### src/rtl/hex_scroll_ctrl.sv
// hex_scroll_ctrl: message sequencer feeding the seven-segment shift buffer.
// Plays stored symbol codes at a fixed step rate, then loops or flushes blanks.
module hex_scroll_ctrl #(
   parameter int         MSG_LEN  = 8,
   parameter int         TICK_DIV = 4,
   parameter int         WIDTH    = 5,
   parameter logic [4:0] BLANK    = 5'd31,
   localparam int        LW = $clog2(MSG_LEN + 1),
   localparam int        AW = (MSG_LEN > 1) ? $clog2(MSG_LEN) : 1
) (
   input  logic          clk,
   input  logic          reset,
   input  logic          start,
   input  logic          stop,
   input  logic          pause,
   input  logic          loop_en,
   input  logic [LW-1:0] msg_len,
   input  logic          msg_wr,
   input  logic [AW-1:0] msg_addr,
   input  logic [4:0]    msg_data,
   output logic [4:0]    sym,
   output logic          ex,
   output logic          busy,
   output logic          done
);

   localparam int TW = (TICK_DIV > 1) ? $clog2(TICK_DIV) : 1;
   localparam int FW = (WIDTH > 1) ? $clog2(WIDTH) : 1;

   localparam logic [1:0] IDLE  = 2'd0;
   localparam logic [1:0] RUN   = 2'd1;
   localparam logic [1:0] FLUSH = 2'd2;
   localparam logic [1:0] DONE  = 2'd3;

   logic [1:0]    state_q, state_d;
   logic [TW-1:0] tick_q, tick_d;
   logic [AW-1:0] idx_q, idx_d;
   logic [FW-1:0] fcnt_q, fcnt_d;
   logic [LW-1:0] len_q, len_d;
   logic [4:0]    sym_q, sym_d;
   logic          ex_q, ex_d;
   logic          busy_q, busy_d;
   logic          done_q, done_d;

   logic [4:0]    mem_q [MSG_LEN];

   logic          addr_ok;
   logic          wr_ok;
   logic          idle_like;
   logic          active;
   logic          tick_last;
   logic          idx_last;
   logic          fcnt_last;
   logic [LW-1:0] len_new;

   // Out-of-range addresses only exist when the depth is not a power of two.
   if (MSG_LEN == (1 << AW)) begin : g_addr_full
      assign addr_ok = 1'b1;
   end else begin : g_addr_part
      assign addr_ok = (msg_addr < AW'(MSG_LEN));
   end

   assign idle_like = (state_q == IDLE) || (state_q == DONE);
   assign active    = (state_q == RUN) || (state_q == FLUSH);
   assign wr_ok     = msg_wr && addr_ok && idle_like;

   assign tick_last = (tick_q == TW'(TICK_DIV - 1));
   assign idx_last  = (int'(idx_q) == int'(len_q) - 1);
   assign fcnt_last = (fcnt_q == FW'(WIDTH - 1));

   assign len_new = (msg_len > LW'(MSG_LEN)) ? LW'(MSG_LEN) : msg_len;

   // Message memory: cleared to blanks on reset, writable only when not playing.
   always_ff @(posedge clk) begin
      if (reset) begin
         for (int i = 0; i < MSG_LEN; i++) begin
            mem_q[i] <= BLANK;
         end
      end else if (wr_ok) begin
         mem_q[msg_addr] <= msg_data;
      end
   end

   // Next-state logic: stop beats start, start beats pause, pause beats stepping.
   always_comb begin
      state_d = state_q;
      tick_d  = tick_q;
      idx_d   = idx_q;
      fcnt_d  = fcnt_q;
      len_d   = len_q;
      sym_d   = sym_q;
      ex_d    = 1'b0;

      if (stop) begin
         state_d = IDLE;
         sym_d   = BLANK;
         tick_d  = '0;
         idx_d   = '0;
         fcnt_d  = '0;
      end else if (start && idle_like) begin
         len_d   = len_new;
         tick_d  = '0;
         idx_d   = '0;
         fcnt_d  = '0;
         state_d = (len_new == '0) ? FLUSH : RUN;
      end else if (active && !pause) begin
         if (!tick_last) begin
            tick_d = tick_q + TW'(1);
         end else begin
            tick_d = '0;
            ex_d   = 1'b1;
            if (state_q == RUN) begin
               sym_d = mem_q[idx_q];
               if (!idx_last) begin
                  idx_d = idx_q + AW'(1);
               end else if (loop_en) begin
                  idx_d = '0;
               end else begin
                  fcnt_d  = '0;
                  state_d = FLUSH;
               end
            end else begin
               sym_d  = BLANK;
               fcnt_d = fcnt_q + FW'(1);
               if (fcnt_last) begin
                  state_d = DONE;
               end
            end
         end
      end

      busy_d = (state_d == RUN) || (state_d == FLUSH);
      done_d = (state_d == DONE);
   end

   // Control and output registers.
   always_ff @(posedge clk) begin
      if (reset) begin
         state_q <= IDLE;
         tick_q  <= '0;
         idx_q   <= '0;
         fcnt_q  <= '0;
         len_q   <= '0;
         sym_q   <= BLANK;
         ex_q    <= 1'b0;
         busy_q  <= 1'b0;
         done_q  <= 1'b0;
      end else begin
         state_q <= state_d;
         tick_q  <= tick_d;
         idx_q   <= idx_d;
         fcnt_q  <= fcnt_d;
         len_q   <= len_d;
         sym_q   <= sym_d;
         ex_q    <= ex_d;
         busy_q  <= busy_d;
         done_q  <= done_d;
      end
   end

   assign sym  = sym_q;
   assign ex   = ex_q;
   assign busy = busy_q;
   assign done = done_q;

endmodule
### config.mk
export PLATFORM = sky130hd
export DESIGN_NAME = hex_scroll_ctrl
export DESIGN_NICKNAME = d
export VERILOG_FILES = /design/src/rtl/hex_scroll_ctrl.sv
export SDC_FILE = /design/constraint.sdc
export NUM_CORES = 1
export LEC_CHECK = 0
export BUFFER_PORTS_ARGS = -buffer_cell sky130_fd_sc_hd__buf_2
export CAP_MARGIN = 20
export CORE_MARGIN = 3
export CORE_UTILIZATION = 55
export DETAILED_ROUTE_END_ITERATION = 6
export PLACE_DENSITY = 0.83
export SYNTH_ARGS = -nofsm -noshare
export SYNTH_HDL_FRONTEND = slang
export SYNTH_SLANG_ARGS = --single-unit
### constraint.sdc
create_clock -name clk -period 3.27 [get_ports clk]
set_clock_uncertainty 0.2 [all_clocks]
set_input_delay 0.654 -clock clk [delete_from_list [all_inputs] [get_ports clk]]
set_output_delay 0.654 -clock clk [all_outputs]
set_load 0.02 [all_outputs]
# Word level (Yosys, flattened, before mapping)
# Memory sizes are Yosys's and may differ from the RTL's. A register that Yosys moved wholly into a read port is not among the register bits.
# Cells that the tools add are included.
dict set report word_totals {
  ram_bits 40
  register_bits 22
  mem_count 1
  input_bits 19
}
dict set report classes {
  reduce_logical 17
  muxes 28
  n_lt_le_gt_ge 1
  eq_ne 12
  add_sub_neg 4
  n_bitwise 3
}
# name words word_bits read_ports rd_ports_with_merged_regs wr line_no
set mem_list {}
lappend mem_list {mem_q 8 5 1 1 8 45} ;# logic [4:0] mem_q [MSG_LEN];
# cell count
set ops {}
lappend ops {{$mux W3} 8}
lappend ops {{$mux W2} 10}
lappend ops {{$eq A2 B2 Y1 const B} 5}
lappend ops {{$mux W5} 2}
lappend ops {{$reduce_and A4 Y1} 2}
lappend ops {{$mux W1} 7}
lappend ops {{$add A3 B1 Y3 const B} 2}
lappend ops {{$ne A2 B2 Y1 const B} 3}
lappend ops {{$eq A4 B5 Y1} 1}
lappend ops {{$reduce_or A5 Y1} 1}
lappend ops {{$sub A4 B1 Y5 const B} 1}
lappend ops {{$eq A2 B1 Y1 const B} 2}
lappend ops {{$gt A4 B4 Y1 const B} 1}
lappend ops {{$logic_not A4 Y1} 1}
lappend ops {{$mux W4} 1}
lappend ops {{$reduce_or A4 Y1} 1}
lappend ops {{$eq A3 B3 Y1 const B} 1}
lappend ops {{$logic_and A1 B1 Y1} 3}
lappend ops {{$logic_or A1 B1 Y1} 3}
lappend ops {{$not A1 Y1} 3}
lappend ops {{$reduce_and A3 Y1} 1}
lappend ops {{$reduce_or A3 Y1} 1}
lappend ops {{$add A2 B1 Y2 const B} 1}
lappend ops {{$logic_not A2 Y1} 1}
lappend ops {{other kinds (3)} 3}

# Longest topological paths before layout
dict set report depth {
  ltp_word 10
  ltp_mapped 9
  depth_no_buf 8
}

# Worst setup path after synthesis
# Ideal clock, no wire load.
dict set report synth_timing {
  path_kind {flip-flop to flip-flop}
  start {reg len_q[0]}
  end {reg busy_q (netlist: busy)}
  stages_incl_launch_ff 9
  setup_ns 0.130
  setup_slack_ns 0.747
  arrival_ns 2.193
  required_time_ns 2.940
  cell_sequence {dfxtp_1 -> inv_1 -> ha_1 -> xnor2_1 -> or4_1 -> a21o_1 -> a211oi_1 -> ha_1 -> nor2b_1}
}
dict set report synth_between {
  elab_chain_cells 10
}
# element line_no
set synth_lines {}
lappend synth_lines {{start, declared} 39} ;# logic [LW-1:0] len_q, len_d;
lappend synth_lines {{start signal, assigned} 153} ;# len_q <= len_d;
lappend synth_lines {{$sub A4 B1 Y5 *} 68} ;# assign idx_last = (int'(idx_q) == int'(len_q) - 1);
lappend synth_lines {{$eq A4 B5 Y1 *} 68}
lappend synth_lines {{$mux W2 *} 114} ;# if (!idx_last) begin
lappend synth_lines {{$mux W2 *} 112} ;# if (state_q == RUN) begin
lappend synth_lines {{$mux W2 *} 107} ;# if (!tick_last) begin
lappend synth_lines {{$mux W2 *} 106} ;# end else if (active && !pause) begin
lappend synth_lines {{$mux W2 *} 100} ;# end else if (start && idle_like) begin
lappend synth_lines {{$mux W2 *} 94} ;# if (stop) begin
lappend synth_lines {{via state_d[1]} 35} ;# logic [1:0] state_q, state_d;
lappend synth_lines {{$eq A2 B1 Y1 / $eq A2 B2 Y1 (equally long branches)} 132} ;# busy_d = (state_d == RUN) || (state_d == FLUSH);
lappend synth_lines {{$logic_or A1 B1 Y1 *} 132}
lappend synth_lines {{via busy_d} 42} ;# logic busy_q, busy_d;
lappend synth_lines {{end signal, assigned} 156} ;# busy_q <= busy_d;
lappend synth_lines {{end, declared} 42}
# Mark *: on every way through the listed nets, which the timed path passes. The rest lies on a longest branch.
# A chain may end at the register's enable or synchronous reset.

# Worst setup path after layout
dict set report layout_timing {
  start {reg state_q[1]}
  end {reg busy_q (netlist: busy)}
}
dict set report layout_between {
  elab_chain_cells 9
}
# element line_no
set layout_lines {}
lappend layout_lines {{start, declared} 35}
lappend layout_lines {{start signal, assigned} 149} ;# state_q <= state_d;
lappend layout_lines {{$mux W2} 116} ;# end else if (loop_en) begin
lappend layout_lines {{$mux W2} 114}
lappend layout_lines {{$mux W2} 112}
lappend layout_lines {{$mux W2} 107}
lappend layout_lines {{$mux W2} 106}
lappend layout_lines {{$mux W2 *} 100}
lappend layout_lines {{$mux W2 *} 94}
lappend layout_lines {{via state_d[1]} 35}
lappend layout_lines {{$eq A2 B1 Y1 / $eq A2 B2 Y1 (equally long branches)} 132}
lappend layout_lines {{$logic_or A1 B1 Y1 *} 132}
lappend layout_lines {{via busy_d} 42}
# Marks and branches as above.

==> summary.md <==
| Metric | Value |
|---|---|
| Final setup fails | `0` |
| Mux share of post-synthesis cell area | `~8.8%` |
| CTS Sinks | `65` |
| Pwr dens | `between 400 and 500 nW/µm²` |
| Slew margin rel. | `~51%` |
| Hold Crit Class | `flip-flop to flip-flop` |
| Reg2Reg Setup Slack | `about 480 ps` |
| Post-Syn Area per Cell | `about 12 µm²` |
| Number of max-cap violations | `0` |
| Site Rows | `26` |
| XOR/XNOR Fraction of Synth Area | `less than 1%` |
| Top cells by area, synth | `edfxtp_1 (38%), dfxtp_1 (16%), mux4_2 (7.2%)` |
| Final worst-path setup slack | `about 480 ps` |
| GR Util met1 | `33.5%` |
| Register area share after synthesis | `54.4%` |
| Hold_sp | `sym[2]$_SDFFE_PP1P_` |
| Port bufs | `26` |
| I/O pin total | `27` |
| Yosys cell types | `45` |
| EDFF count, synth | `40` |
| GRT Overall Usage | `22.1%` |
| Clk buf depth | `2` |
| Antenna cells | `0` |
| Worst-path clk slew | `~70 ps` |
| Main synth FF type | `edfxtp_1` |
| Largest net degree at the start of global routing | `22` |
| Core Footprint | `5300 µm²` |
| Worst vdd rail ir drop | `~0.00034 V` |
| Crit start category | `flip-flop` |
| Synth Area in Adders | `2.80%` |
| Hold depth | `2` |
| Reg2Reg Launch Point | `state_q[1]$_SDFF_PP0_` |
| Via count | `2193` |
| Seq pwr share | `53.7%` |
| GR peak layer | `met1` |
| Grt met3 use | `under 10%` |
| Pre-CTS worst setup slack | `about 560 ps` |
| CP Max Fanout | `13` |
| Hold Path Sink | `sym[2]$_SDFFE_PP1P_` |
| Net Sw Power | `approximately 0.00038 W` |
| Post-DP HPWL | `4.70 mm` |
| F_max | `between 300 and 400 MHz` |
| Layout Area Growth over Synthesis | `12.5%` |
| GPL Wtd Cong | `~0.8` |
| Final period util | `85.4%` |
| Syn_nets | `290` |
| Global route overflow | `0` |
| Crit path max-delay cell type | `or4_1` |
| Die area | `6630 µm²` |
| First-pass GRT wire length | `10.7 mm` |
| Worst Max-Slew Pin Slew | `between 700 and 800 ps` |
| CTS tree | `built` |
| Yosys reg bits | `65` |
| Sw Ratio | `a little under a quarter` |
| Critical path's largest stage delay | `440 ps` |
| Initial Utilization | `59.0%` |
| DR WL/cell | `~18 µm` |
| CTS H-tree depth | `3` |
| Drt first pass iters | `6` |
| Postcts setup bufs | `0` |
| Final hold vios | `0` |
| Clk_lat worst skew | `~340 ps` |
| Die Y | `81.4 µm` |
| Most common cell after layout, fill and taps aside | `edfxtp_1` |
| Clock Power Share | `between 30% and 40%` |
| DRC | `0` |
| Yosys top cell by area | `edfxtp_1` |
| Yosys Warn Count | `0` |
| Number of nets in the final layout | `about 320` |
| Asr flop ratio synth | `0%` |
| Worst path cell trace | `inv_1 > ha_1 > nand4bb_1 > or4_1 > a21o_1 > a211oi_1 > ha_1 > nor2b_1` |
| Antenna violations before repair | `0` |
| Min Hold Slack | `~290 ps` |
| Slew Viols, Final | `0` |
| Commonest cells after routing, fill and taps aside | `edfxtp_1 (40), buf_2 (26), dfxtp_1 (25), nand2b_1 (23), or2_2 (23)` |
| Setup TNS | `0 ps` |
| Clock buffer count from CTS | `9` |
| Final WL | `6.55 mm` |
| Width of the die | `81.4 µm` |
| Status | `complete, no violations` |
| DRT iter0 DRCs | `roughly 280` |
| Critical path type | `flip-flop to flip-flop` |
| Compound-gate portion of the synthesized area | `10.4%` |
| Yosys top cell area share | `38.4%` |
| Simple-gate share of the synthesized area | `around 20%` |
| Largest family of logic cells by synthesized area | `simple AND/OR/NAND/NOR gates` |
| Worst endpoint data arrival time | `around 2800 ps` |
| Final Critical Period | `around 2800 ps` |
| Syn Inst Count | `between 200 and 300` |
| CTS Hold Bufs | `0` |
| Most used cell, CP | `ha_1` |
| DR vias/cell | `5.93` |
| Leakage | `a little over 1 nW` |
| Post-CTS sizing | `0` |
| Crit path capture type | `flip-flop` |
| Netlist area before placement | `3130 µm²` |
| Internal Power | `~0.0013 W` |
| Root Driver | `clkbuf_8` |
| RSZ-0062 raised after global routing | `false` |
| R2r endpoint | `busy$_SDFF_PP0_` |
| GR Layer Usage met2 | `30.8%` |
| Worst r2r path cells | `8` |
| Antenna Nets Post-Route | `0` |
| Layout cell share with drive strength beyond 1 | `around a quarter` |
| CP required | `roughly 3300 ps` |
| Vias in the first global route | `2099` |
| Comb pwr share | `between 6 and 7%` |
area by class of cell:
class / instances / area (µm²)
clock buffers: 11 / 131
clock inverters: 5 / 55.1
fillers: 411 / 1780
inverters: 12 / 45.0
multi-input cells: 178 / 1350
flip-flops and latches: 65 / 1700
well taps: 70 / 87.6
repair buffers: 29 / 153
power groups by stage:
stage	combinational [W]	clock, W	sequential (W)
5_1_grt	0.000125	0.000699	0.000890
3_5_place_dp	0.000110	0	0.000907
4_1_cts	0.000111	0.000658	0.000889
6_report	0.000112	0.000655	0.000889
3_3_place_gp	0.000107	0	0.000907
2_1_floorplan	0.0000693	0	0.000906
layer usage:
metal	share of wire, %	up-vias
met5	0	-
met4	1.3	0
met3	5.5	8
met2	45	87
met1	48	1062
li1	-	1036
flip-flops by register name (all words and copies together), names as in the netlist, named ones only:
| name | cells |
|---|---|
| idx_q | 3 |
| fcnt_q | 3 |
| tick_q | 2 |
| ex | 1 |
| sym | 5 |
| busy | 1 |
| mem_q | 40 |
| state_q | 2 |
| len_q | 4 |
| done | 1 |
worst max path at each step:
stage / start / slack, ps / endpoint
floorplan: len_q[0]$_SDFFE_PP0P_ / 750 / busy$_SDFF_PP0_
global placement: len_q[0]$_SDFFE_PP0P_ / 620 / busy$_SDFF_PP0_
detailed placement: len_q[0]$_SDFFE_PP0P_ / 560 / busy$_SDFF_PP0_
CTS: state_q[1]$_SDFF_PP0_ / 510 / busy$_SDFF_PP0_
global route: state_q[1]$_SDFF_PP0_ / 290 / busy$_SDFF_PP0_
finish: state_q[1]$_SDFF_PP0_ / 480 / busy$_SDFF_PP0_
through the flow:
stage               utilization, %  area (µm²)  total power [W]  instances
detailed placement            62.8        3330          0.00102        354
floorplan                        -        3130         0.000975        264
finish                        66.4        3520          0.00166        370
global route                  66.4        3520          0.00171        370
global placement              62.8        3330          0.00101        354
CTS                           66.4        3520          0.00166        370
cells by family (layout without fill, tap and decap cells):
| family | Yosys count | count (layout) |
|---|---|---|
| fa+ha+maj | 7 | 7 |
| buf+inv | 21 | 57 |
| simple gates | 108 | 108 |
| mux | 15 | 15 |
| xor+xnor | 3 | 3 |
| compound gates | 45 | 45 |
| flops | 65 | 65 |
Yosys cell counts (3+ instances only):
cell,number
ha_1,7
mux4_2,10
nand2_1,10
nor3b_1,3
nand2b_1,23
nand3b_1,6
inv_1,12
o22ai_1,4
a21oi_1,13
edfxtp_1,40
mux2i_1,5
dfxtp_1,25
a211oi_1,3
nand3_1,6
o21ai_0,11
nor2_1,16
or3_1,6
or2_2,23
nor4_1,3
clkbuf_1,5
worst max-delay path: cells and delay by family (launching register included):
family	cells	cell delay (ps)
simple gates	3	880
fa+ha+maj	2	720
compound gates	2	530
flops	1	310
buf+inv	1	50
Power figures use the tool's default switching activity.
